===== config.mk =====
export PLATFORM = sky130hd
export DESIGN_NAME = pipe_hazard_ctrl
export DESIGN_NICKNAME = d
export VERILOG_FILES = /design/src/rtl/pipe_hazard_ctrl.sv
export SDC_FILE = /design/constraint.sdc
export NUM_CORES = 1
export LEC_CHECK = 0
export BUFFER_PORTS_ARGS = -buffer_cell sky130_fd_sc_hd__buf_2
export CAP_MARGIN = 10
export CORE_MARGIN = 2
export CORE_UTILIZATION = 45
export CTS_CLUSTER_SIZE = 25
export DETAILED_ROUTE_END_ITERATION = 10
export PLACE_DENSITY = 0.69
export REMOVE_ABC_BUFFERS = 1
export SYNTH_ARGS = -nofsm -noshare
export SYNTH_HDL_FRONTEND = slang
export SYNTH_SLANG_ARGS = --single-unit
export TNS_END_PERCENT = 20

===== constraint.sdc =====
create_clock -name clk -period 12.3 [get_ports clk]
set_input_delay 2.46 -clock clk [delete_from_list [all_inputs] [get_ports clk]]
set_output_delay 2.46 -clock clk [all_outputs]
set_load 0.02 [all_outputs]

===== src/rtl/pipe_hazard_ctrl.sv =====
// Hazard sequencer for the 5-stage pipeline.
// Turns load-use, taken-branch, memory-wait and syscall events into per-stage
// go/clear pairs for the PC and the IF_ID/ID_EX/EX_MEM/MEM_WB buffers. It also
// runs the syscall halt/resume FSM and keeps saturating performance counters.
module pipe_hazard_ctrl #(
    parameter int unsigned CNT_W           = 32,
    parameter bit          HALT_ON_SYSCALL = 1'b1
) (
    input  logic             clk,
    input  logic             rst,
    input  logic             load_use,
    input  logic             branch_taken,
    input  logic             mem_busy,
    input  logic             syscall_wb,
    input  logic             resume,
    output logic             pc_go,
    output logic             ifid_go,
    output logic             ifid_clear,
    output logic             idex_go,
    output logic             idex_clear,
    output logic             exmem_go,
    output logic             exmem_clear,
    output logic             memwb_go,
    output logic             memwb_clear,
    output logic             halted,
    output logic [CNT_W-1:0] cycle_cnt,
    output logic [CNT_W-1:0] stall_cnt,
    output logic [CNT_W-1:0] flush_cnt
);

    localparam logic [1:0] StRun    = 2'd0;
    localparam logic [1:0] StHalt   = 2'd1;
    localparam logic [1:0] StResume = 2'd2;

    localparam logic [CNT_W-1:0] CntMax = {CNT_W{1'b1}};
    localparam logic [CNT_W-1:0] CntOne = CNT_W'(1);

    logic [1:0]       state_q, state_d;
    logic             halted_q;
    logic             resume_q;
    logic             resume_edge;
    logic             inc_cycle, inc_stall, inc_flush;
    logic [CNT_W-1:0] cycle_cnt_q, stall_cnt_q, flush_cnt_q;

    assign resume_edge = resume & ~resume_q;

    // Decode the active hazard into buffer controls, counter strobes and the next state.
    always_comb begin
        pc_go       = 1'b0;
        ifid_go     = 1'b0;
        ifid_clear  = 1'b0;
        idex_go     = 1'b0;
        idex_clear  = 1'b0;
        exmem_go    = 1'b0;
        exmem_clear = 1'b0;
        memwb_go    = 1'b0;
        memwb_clear = 1'b0;
        inc_cycle   = 1'b0;
        inc_stall   = 1'b0;
        inc_flush   = 1'b0;
        state_d     = state_q;

        case (state_q)
            StRun, StResume: begin
                inc_cycle = 1'b1;
                if (state_q == StRun && HALT_ON_SYSCALL && syscall_wb) begin
                    // Syscall wins over every other hazard; only cycle_cnt moves.
                    state_d = StHalt;
                end else if (mem_busy) begin
                    inc_stall = 1'b1;
                end else if (branch_taken) begin
                    // Squash the two wrong-path instructions; a load_use from
                    // that path is meaningless and is dropped.
                    pc_go      = 1'b1;
                    ifid_go    = 1'b1;
                    ifid_clear = 1'b1;
                    idex_go    = 1'b1;
                    idex_clear = 1'b1;
                    exmem_go   = 1'b1;
                    memwb_go   = 1'b1;
                    inc_flush  = 1'b1;
                end else if (load_use) begin
                    // Hold PC and IF_ID, inject a bubble into ID_EX.
                    idex_go    = 1'b1;
                    idex_clear = 1'b1;
                    exmem_go   = 1'b1;
                    memwb_go   = 1'b1;
                    inc_stall  = 1'b1;
                end else begin
                    pc_go    = 1'b1;
                    ifid_go  = 1'b1;
                    idex_go  = 1'b1;
                    exmem_go = 1'b1;
                    memwb_go = 1'b1;
                end
                // Once MEM_WB advances the held syscall has retired.
                if (state_q == StResume && memwb_go) begin
                    state_d = StRun;
                end
            end
            StHalt: begin
                if (resume_edge) begin
                    state_d = StResume;
                end
            end
            default: begin
                state_d = StRun;
            end
        endcase

        // Reset forces every buffer to load zeros so they come out of reset clean.
        if (rst) begin
            pc_go       = 1'b0;
            ifid_go     = 1'b0;
            ifid_clear  = 1'b1;
            idex_go     = 1'b0;
            idex_clear  = 1'b1;
            exmem_go    = 1'b0;
            exmem_clear = 1'b1;
            memwb_go    = 1'b0;
            memwb_clear = 1'b1;
        end
    end

    // FSM state, registered halt flag and resume edge detector.
    always_ff @(posedge clk or posedge rst) begin
        if (rst) begin
            state_q  <= StRun;
            halted_q <= 1'b0;
            resume_q <= 1'b0;
        end else begin
            state_q  <= state_d;
            halted_q <= (state_d == StHalt);
            resume_q <= resume;
        end
    end

    // Non-halted cycle counter, saturating.
    always_ff @(posedge clk or posedge rst) begin
        if (rst) begin
            cycle_cnt_q <= '0;
        end else if (inc_cycle && cycle_cnt_q != CntMax) begin
            cycle_cnt_q <= cycle_cnt_q + CntOne;
        end
    end

    // Load-use and memory-freeze cycle counter, saturating.
    always_ff @(posedge clk or posedge rst) begin
        if (rst) begin
            stall_cnt_q <= '0;
        end else if (inc_stall && stall_cnt_q != CntMax) begin
            stall_cnt_q <= stall_cnt_q + CntOne;
        end
    end

    // Branch flush counter, saturating.
    always_ff @(posedge clk or posedge rst) begin
        if (rst) begin
            flush_cnt_q <= '0;
        end else if (inc_flush && flush_cnt_q != CntMax) begin
            flush_cnt_q <= flush_cnt_q + CntOne;
        end
    end

    assign halted    = halted_q;
    assign cycle_cnt = cycle_cnt_q;
    assign stall_cnt = stall_cnt_q;
    assign flush_cnt = flush_cnt_q;

endmodule


; Yosys cells after proc, flatten, opt, wreduce, memory -nomap -nowiden
; Cells that the tools add are included.
[totals]
ram_bits = 0
memories = 0
latch_bits = 0
ff_bits = 100
elab_cells = 58
mem_bits_ro = 0
inputBits = 7
[op_classes]
shifts = 0
bitwise = 2
eq_ne = 6
n_div = 0
muxes = 34
add_sub_neg = 3
n_reduce_logical = 7
magnitude_cmp = 0
n_mul = 0
[op_table]
columns = operator, count
row1 = $add 32x1->32 const B, 3
row2 = $ne 32x32->1 const B, 3
row3 = $mux 1, 30
row4 = $mux 2, 3
row5 = $logic_and 1x1->1, 5
row6 = $eq 2x1->1 const B, 2
row7 = $pmux 2 s2, 1
row8 = $eq 2x2->1 const B, 1
row9 = $logic_not 2->1, 1
row10 = $reduce_or 2->1, 1
row11 = $and 1x1->1, 1
row12 = $not 1->1, 1

; Depth between registers and ports, before layout
; Gate-level depths: netlist (run 1).
[depth]
ltp_word = 8
ltp_mapped = 7

; Worst setup path before layout (run 1)
; No wires, ideal clock.
[synth_path]
path_type = input-to-output
from = in rst
to = out idex_clear
path_buffers = 0
path_slack_ns = 4.245
t_arrival_ns = 5.595
required_ns = 9.840
path_stages = 3
path_cell_list = inv_1 > nand2_1 > a21o_1
[synth_via]
elab_chain_len = 1
[synth_rtl]
columns = element, line_no
row1 = "start, declared", 10  ; input logic rst,
row2 = $mux 1, 112  ; if (rst) begin
row3 = "end, declared", 20  ; output logic idex_clear,
; No other way between the ends.

; Final worst setup path (run 1)
[layout_path]
from = in syscall_wb
to = out idex_clear
[layout_via]
elab_chain_len = 4
[layout_rtl]
columns = element, line_no
row1 = "start, declared", 14  ; input logic syscall_wb,
row2 = $logic_and 1x1->1, 66  ; if (state_q == StRun && HALT_ON_SYSCALL && syscall_wb) begin
row3 = $mux 1, 66
row4 = $mux 1, 63  ; case (state_q)
row5 = $mux 1, 112
; No other way between the ends.

==> results of run 1 <==
==> path summary, 6_finish.rpt <==
check	from	endpoint	slack, ns
worst min-delay path	cycle_cnt[14]	cycle_cnt[14]	0.50
min in group asynchronous	rst	flush_cnt[11]	2.16
worst max-delay path	syscall_wb	idex_clear	5.91
max in group asynchronous	rst	cycle_cnt[21]	8.98
worst min register to register	cycle_cnt[14]	cycle_cnt[14]	0.50
worst max register to register	state_q[0]	flush_cnt[27]	9.72
==> metal layers <==
| metal | track usage, % | wire length [um] | up-vias |
|---|---|---|---|
| met1 | 29.0 | 5230 | 1974 |
| met5 | 0 | 0 | - |
| met4 | 8.15 | 183 | 0 |
| met2 | 29.5 | 5190 | 127 |
| met3 | 3.44 | 637 | 17 |
| li1 | - | - | 1900 |
==> registers in the layout, summed over array words and instances, names as in the netlist <==
signal     count
state_q        2
flush_cnt     32
cycle_cnt     32
resume_q       1
stall_cnt     32
halted         1
==> per-stage QoR <==
step                      std cells  utilization (%)  setup WS, ns  power, W
after floorplan                 457                -          4.24  0.000495
after global placement          710             51.9          5.92  0.000547
after detailed placement        710             51.9          5.91  0.000551
after CTS                       726             54.4          5.90  0.000831
after global routing            726             54.4          5.84  0.000862
final                           726             54.4          5.91  0.000824
==> placed cells by master (no fill, tap or decap), drive strengths merged, types with 3 or more instances in the layout <==
master	n
a21oi	4
a31oi	3
and2	3
and3	12
and4	9
buf	113
bufinv	4
clkbuf	10
dfrtp	100
ha	3
inv	9
nand2	43
nand3	39
nand4	33
nor2	32
nor2b	3
nor3	32
nor4	12
o21ai	3
or3	3
or4	3
xnor2	40
xor2	46
==> power by group <==
part,leakage [nW],internal (W),switching [W]
Sequential,1.34,0.000358,0.0000458
Clock,0.137,0.000162,0.000118
Combinational,1.43,0.0000510,0.0000894
Total,2.91,0.000571,0.000253
==> area by class of cell <==
class | instances | area [sq um] | share of cell area (%)
Inverter | 8 | 32.5 | 0.559
Clock buffer | 10 | 138 | 2.36
Sequential cell | 100 | 2500 | 43.0
Clock inverter | 6 | 134 | 2.30
Tap cell | 140 | 175 | 3.01
Multi-Input combinational cell | 349 | 2270 | 39.1
Timing Repair Buffer | 113 | 568 | 9.75
==> cell families after synthesis <==
logic type / count (synthesis)
simple gates: 231
flops: 100
xor+xnor: 86
compound gates: 25
buf+inv: 20
mux: 4
fa+ha+maj: 3
==> run metrics, run 1 <==
status finished clean; Clock Latency Late Sink 0.37 ns; Syn. warnings 0; Seq cells post-synth 100; final net count 591; CP max FO 9; Synth top cells by count 100 x dfrtp_1, 46 x xor2_1, 43 x nand2_1; FFs w/ async S/R, synth 100%; # rows 38; Post-Synth XOR/XNOR Area 15.4%; Worst path max stage delay 0.78 ns; period utilization 52.0%; clock buffer depth 2; Max-Cap Viols 0; post-route ant nets 0; CTS buffer count 9; CP Cell Sequence buf_2, nor2b_1, or4b_2, nand2_1, a21o_1, buf_2; Setup-failing EPs final 0; WP data arrival roughly 4 ns; RePlAce Congestion 0.819; post-synthesis sequential area ratio 51.3%; setup TNS 0 ns; Worst EP required 9.84 ns; Vias 4,018; CTS sink count 100; Rel. slew slack 36.1%; Worst-path clk slew roughly 0.09 ns; # fillers 977; HP Class reg2reg; RSZ-0062 raised after global routing no; largest family of logic cells by synthesized area simple AND/OR/NAND/NOR gates; Post-CTS Repair Setup Buffers 0; Critical Setup Path Class in2out; top cell type by total area after synthesis dfrtp_1; FMAX 0.156 GHz; family with the most delay on the worst path simple AND/OR/NAND/NOR gates; EDFF count, synth 0; Clock Skews 0.0113 ns; most frequent CP cell buf_2; DR DRC count 0; Starting Density between 40% and 50%; Yosys cell types between 40 and 50; vias in the first global route 3,756; CP startpoint kind input port; 1st-iter DRT viols 221; reg2reg path depth 4; hold_buf cts 0; Final Instance Area 5820 sq um; cell with the most instances after synthesis dfrtp_1; die area approximately 12,000 sq um; Worst path slowest cell or4b_2; n_diodes 0; vias per cell approximately 5.5; Yosys top cell area share 51.3%; core area 10,700 sq um; cell area after placement between 5000 and 6000 sq um; largest net degree at the start of global routing 60; leakage power 2.91 nW; CTS tree done; adder-cell share of the synthesized area 0.769%; Synth Area in Simple Gates roughly a quarter; Slew Viols, Final 0; Mapped Cells 469; worst vdd ir 114 uV; GRT Overall Usage 19.9%; initial antenna violation count 0; CP Buf/Inv Count 2; DIE WIDTH 108 um; root buf cell clkbuf_8; compound-cell area share of the yosys netlist 3.87%; worst hold stages 1; Post-DP HPWL 7960 um; largest cells by area after synthesis dfrtp_1 51%, xor2_1 8.3%, xnor2_1 7.2%; post-synthesis mux area share 0.872%; number of port buffers 112; area grow syn2layout 19.4%; fin crit period roughly 6.4 ns; final hold slack 0.498 ns; layout cells sized above 1 roughly a quarter; Avg Inst Size Synth 10.4 sq um; wire length per cell 15.5 um; GR Overflow Total 0; WL final 11,200 um; CP Capture Type primary output; Die Height 108 um; Slew @ Worst Pin around 0.95 ns; first-pass GRT wire length approximately 19,000 um; ys flop type dfrtp_1; pwr dens 142 nW/um^2; 1st-pass router iterations 4; io pins around 110; final hold violations 0; WP depth 6; CTS H-tree lvls 3; Post-Syn Area 4880 sq um; Resize count post-CTS 0
No activity file was read; power rests on OpenSTA's default activity.
==> inputs of run 2 (changes only) <==
clock period = 6.66 ns   (was 12.3 ns; I/O delays follow)
==> run 2 against run 1 <==
Count of clock-buffer cells in the layout grew 1; die area is the same; first-iteration DRC count shrank 5.0%; critical path depth is the same; largest cell class unchanged; highest routed layer unchanged.
==> run metrics, run 2 (synthesized netlist as in run 1, its figures left out) <==
Max-Cap Viols 0 (unchanged); worst hold stages 1 (unchanged); CP Cell Sequence buf_2, nor2b_1, or4b_2, nand2_1, a21o_1, buf_2; first-pass GRT wire length 18,600 um (+0.22%); RR Endpoint flush_cnt[1]; core area 10,700 sq um (unchanged); Resize count post-CTS 0 (unchanged); DR DRC count 0 (unchanged); # rows 38 (unchanged); Worst EP required 5.33 ns (-4.51 ns); final hold slack 0.489 ns (-0.00889 ns); CTS H-tree lvls 3 (unchanged); 1st-pass router iterations 4 (unchanged); Die Height 108 um (unchanged); Rel. slew slack 38.2% (+2.1 points); Post-DP HPWL 7920 um (-0.51%); multi-input logic area 2270 sq um (unchanged); CP startpoint kind input port; wire length per cell 15.2 um (-1.7%); hold_buf cts 0 (unchanged); HP Class reg2reg; period utilization 62.2%; GRT Overall Usage 20.0% (+0.098 points); Starting Density 45.6% (unchanged); CP Capture Type primary output; Worst path max stage delay 0.79 ns (about the same); worst vdd ir 176 uV (+55%); leakage power 2.88 nW (-1.1%); CP max FO 9 (unchanged); post-route ant nets 0 (unchanged); commonest non-fill, non-tap cell in the layout buf_2; CTS sink count 100 (unchanged); Clock Latency Late Sink 0.37 ns (about the same); CTS tree done; Critical Setup Path Class in2out; RePlAce Congestion 0.831 (+1.5%); fin util 53.8% (-0.67 points); Post-CTS Repair Setup Buffers 0 (unchanged); final hold violations 0 (unchanged); Worst R2R Setup Slack 4.08 ns (-5.64 ns); WL final 11,000 um (-1.8%); FF-to-FF Start flush_cnt[8]; fin crit period 4.14 ns; number of port buffers 112 (unchanged); WP data arrival 2.81 ns (-1.12 ns); area grow syn2layout 17.9%; clock buffer depth 2 (unchanged); Slew Viols, Final 0 (unchanged); largest net degree at the start of global routing 72 (+20%); Clock Skews 0.0105 ns (-0.000822 ns); DIE WIDTH 108 um (unchanged); # fillers 968 (-0.92%); Slew @ Worst Pin 0.920 ns (-0.0314 ns); most frequent CP cell buf_2; final net count 591 (unchanged); reg2reg path depth 5 (+1); status finished clean; most frequent cells in the layout 112 x buf_2, 100 x dfrtp_1, 46 x xor2_1; layout cells sized above 1 23.4% (-0.13 points); die area 11,700 sq um (unchanged); Worst Hold End cycle_cnt[14]; Worst-path clk slew 0.09 ns (about the same); 1st-iter DRT viols 210 (-5.0%); GR Overflow Total 0 (unchanged); cell area after placement 5550 sq um (unchanged); pwr dens 244 nW/um^2 (+73%); FMAX approximately 0.24 GHz; Hold Crit Start cycle_cnt[14]; io pins 113 (unchanged); initial antenna violation count 0 (unchanged); vias in the first global route 3,912 (+4.2%); vias per cell 5.52 (-0.21%); worst slack, placed 2.53 ns (-3.37 ns); CTS buffer count 9 (unchanged); Final Instance Area 5750 sq um (-1.2%); family with the most delay on the worst path simple AND/OR/NAND/NOR gates; root buf cell clkbuf_8; Worst path slowest cell or4b_2; setup TNS 0 ns (unchanged); slack of the critical path 2.52 ns (-3.39 ns); CP Buf/Inv Count 2 (unchanged); Vias 4,004 (-0.35%); RSZ-0062 raised after global routing no; Setup-failing EPs final 0 (unchanged); n_diodes 0 (unchanged); Reg area 2500 sq um (unchanged)
==> run 2: stage by stage <==
| step | total power [W] | cells |
|---|---|---|
| 2_1_floorplan | 0.000914 | 457 |
| 3_3_place_gp | 0.00101 | 710 |
| 3_5_place_dp | 0.00102 | 710 |
| 4_1_cts | 0.00142 | 725 |
| 5_1_grt | 0.00148 | 725 |
| 6_report | 0.00141 | 725 |
==> run 2: per-layer routing <==
metal	global-route usage (%)	vias up	part of all wire, %	routed length, um
li1	-	1900	-	-
met1	27.5	1964	47	5200
met2	31.4	121	46	5040
met3	3.44	19	5.0	550
met4	8.61	0	2.3	249
met5	0	-	0	0
==> run 2: area by class of cell <==
type | instances | area share, %
Clock buffer | 11 | 2.63
Tap cell | 140 | 3.04
Sequential cell | 100 | 43.5
Inverter | 8 | 0.565
Clock inverter | 4 | 0.848
Timing Repair Buffer | 113 | 9.87
Multi-Input combinational cell | 349 | 39.5
==> run 2: power by group <==
group	internal (W)	leakage [nW]	switching, W
clock	0.000192	0.105	0.000209
combinational	0.0000946	1.43	0.000167
sequential	0.000662	1.34	0.0000822
==> run 2: worst max path at each step <==
stage,start,slack (ns),endpoint,cells past startpoint
finish,syscall_wb,2.52,idex_clear,6
detailed placement,syscall_wb,2.53,idex_clear,6
floorplan,rst,0.86,idex_clear,3
global route,syscall_wb,2.44,idex_clear,6
CTS,syscall_wb,2.53,idex_clear,6
global placement,syscall_wb,2.54,idex_clear,6
==> inputs of run 3 (changes only) <==
clock period = 4.3 ns   (was 6.66 ns; I/O delays follow)
==> run 3 against run 2 <==
Final area up 0.61%; flip-flop and latch count unchanged; die area unchanged; first-iteration DRC count grew 3.8%; combinational power up 54%; register-to-register slack worse by 2.3 ns.
==> run metrics, run 3 (synthesized netlist as in run 1, its figures left out) <==
vias in the first global route 3,616 (-7.6%); total power 0.00225 W (+60%); most frequent cells in the layout 112 x buf_2, 100 x dfrtp_1, 46 x xor2_1; period utilization 74.3%; number of port buffers 112 (unchanged); 1st-pass router iterations 4 (unchanged); worst vdd ir 253 uV (+43%); Clock Skews 0.0117 ns (+0.00119 ns); root buf cell clkbuf_8; CTS tree done; hold_buf cts 0 (unchanged); CTS buffer count 9 (unchanged); WL final 10,900 um (-1.5%); CP startpoint kind input port; RePlAce Congestion 0.830 (-0.13%); Die Height 108 um (unchanged); WP data arrival 2.33 ns (-0.48 ns); # rows 38 (unchanged); Vias 3,979 (-0.62%); die area 11,700 sq um (unchanged); multi-input logic area 2270 sq um (unchanged); CTS sink count 100 (unchanged); core area 10,700 sq um (unchanged); area grow syn2layout 18.6%; DIE WIDTH 108 um (unchanged); Clock Latency Late Sink 0.36 ns (about the same); status finished clean; largest net degree at the start of global routing 61 (-15%); fin util 54.1% (+0.33 points); Slew @ Worst Pin 0.905 ns (-0.0151 ns); Resize count post-CTS 0 (unchanged); FMAX about 0.31 GHz; HP Class reg2reg; Post-DP HPWL 7720 um (-2.5%); Starting Density 45.6% (unchanged); Rel. slew slack 39.2% (+1.0 points); layout cells sized above 1 23.5% (+0.13 points); RSZ-0062 raised after global routing no; # fillers 986 (+1.9%); fin crit period between 3 and 4 ns; leakage power 2.89 nW (+0.60%); CP max FO 9 (unchanged); CP Capture Type primary output; commonest non-fill, non-tap cell in the layout buf_2; Post-CTS Repair Setup Buffers 0 (unchanged); wire length per cell 15.0 um (-1.6%); n_diodes 0 (unchanged); pwr dens 389 nW/um^2 (+59%); Worst EP required 3.44 ns (-1.89 ns); GRT Overall Usage 18.7% (-1.3 points); Max-Cap Viols 0 (unchanged); final net count 591 (unchanged); 1st-iter DRT viols 218 (+3.8%); post-route ant nets 0 (unchanged); io pins 113 (unchanged); Slew Viols, Final 0 (unchanged); setup TNS 0 ns (unchanged); clock buffer depth 2 (unchanged); final hold violations 0 (unchanged); vias per cell 5.48 (-0.76%); first-pass GRT wire length 17,400 um (-6.2%); Setup-failing EPs final 0 (unchanged); CTS H-tree lvls 3 (unchanged); Worst-path clk slew 0.09 ns (about the same); GR Overflow Total 0 (unchanged); initial antenna violation count 0 (unchanged); DR DRC count 0 (unchanged); Reg area 2500 sq um (unchanged); Critical Setup Path Class in2out
run 3: changes by cell type in the layout (fill, tap and decap cells not counted):
cell       previous run  this run
clkinv_4              1         0
bufinv_16             1         2
clkbuf_8             11        12
run 3: power by group:
part | total (W) | switching [W] | leakage [nW] | internal, W
Combinational | 0.000402 | 0.000256 | 1.43 | 0.000146
Clock | 0.000701 | 0.000326 | 0.122 | 0.000374
Sequential | 0.00115 | 0.000126 | 1.34 | 0.00103
run 3: worst paths after layout:
kind / from / end / slack [ns] / cells after the start
max in group asynchronous: rst / flush_cnt[12] / 2.60 / 3
worst max-delay path: syscall_wb / idex_clear / 1.11 / 6
worst min-delay path: cycle_cnt[14] / cycle_cnt[14] / 0.50 / 1
worst max register to register: flush_cnt[9] / flush_cnt[1] / 1.76 / 5
worst min register to register: cycle_cnt[14] / cycle_cnt[14] / 0.50 / 1
min in group asynchronous: rst / flush_cnt[0] / 0.55 / 2
run 3: per-layer routing:
metal  vias up  part of all wire, %  global-route usage [%]  routed length, um
met2        98                   47                    29.5               5070
met3        10                  4.4                    3.07                481
met5         -                    0                       0                  0
met1      1968                   48                    26.0               5180
met4         0                  1.2                    6.87                135
li1       1903                    -                       -                  -
run 3: area by class of cell:
cell class | count | share of cell area [%]
sequential | 100 | 43.2
multi-input combinational | 349 | 39.3
timing repair buffer | 113 | 9.81
tap | 140 | 3.03
clock buffer | 12 | 2.85
clock inverter | 4 | 1.21
inverter | 8 | 0.562
run 3: worst max-delay path: stages:
cell and delay, ns:
buf_2 0.11, nor2b_1 0.19, or4b_2 0.79, nand2_1 0.15, a21o_1 0.09, buf_2 0.15
run 3: through the flow:
stage               hold slack [ns]  setup slack [ns]  instance area [sq um]  cells
detailed placement            0.487              1.11                   5550    710
finish                        0.499              1.11                   5790    726
CTS                           0.501              1.10                   5790    726
global placement              0.475              1.13                   5550    710
floorplan                     0.462            -0.555                   4810    457
global route                  0.529              1.03                   5790    726
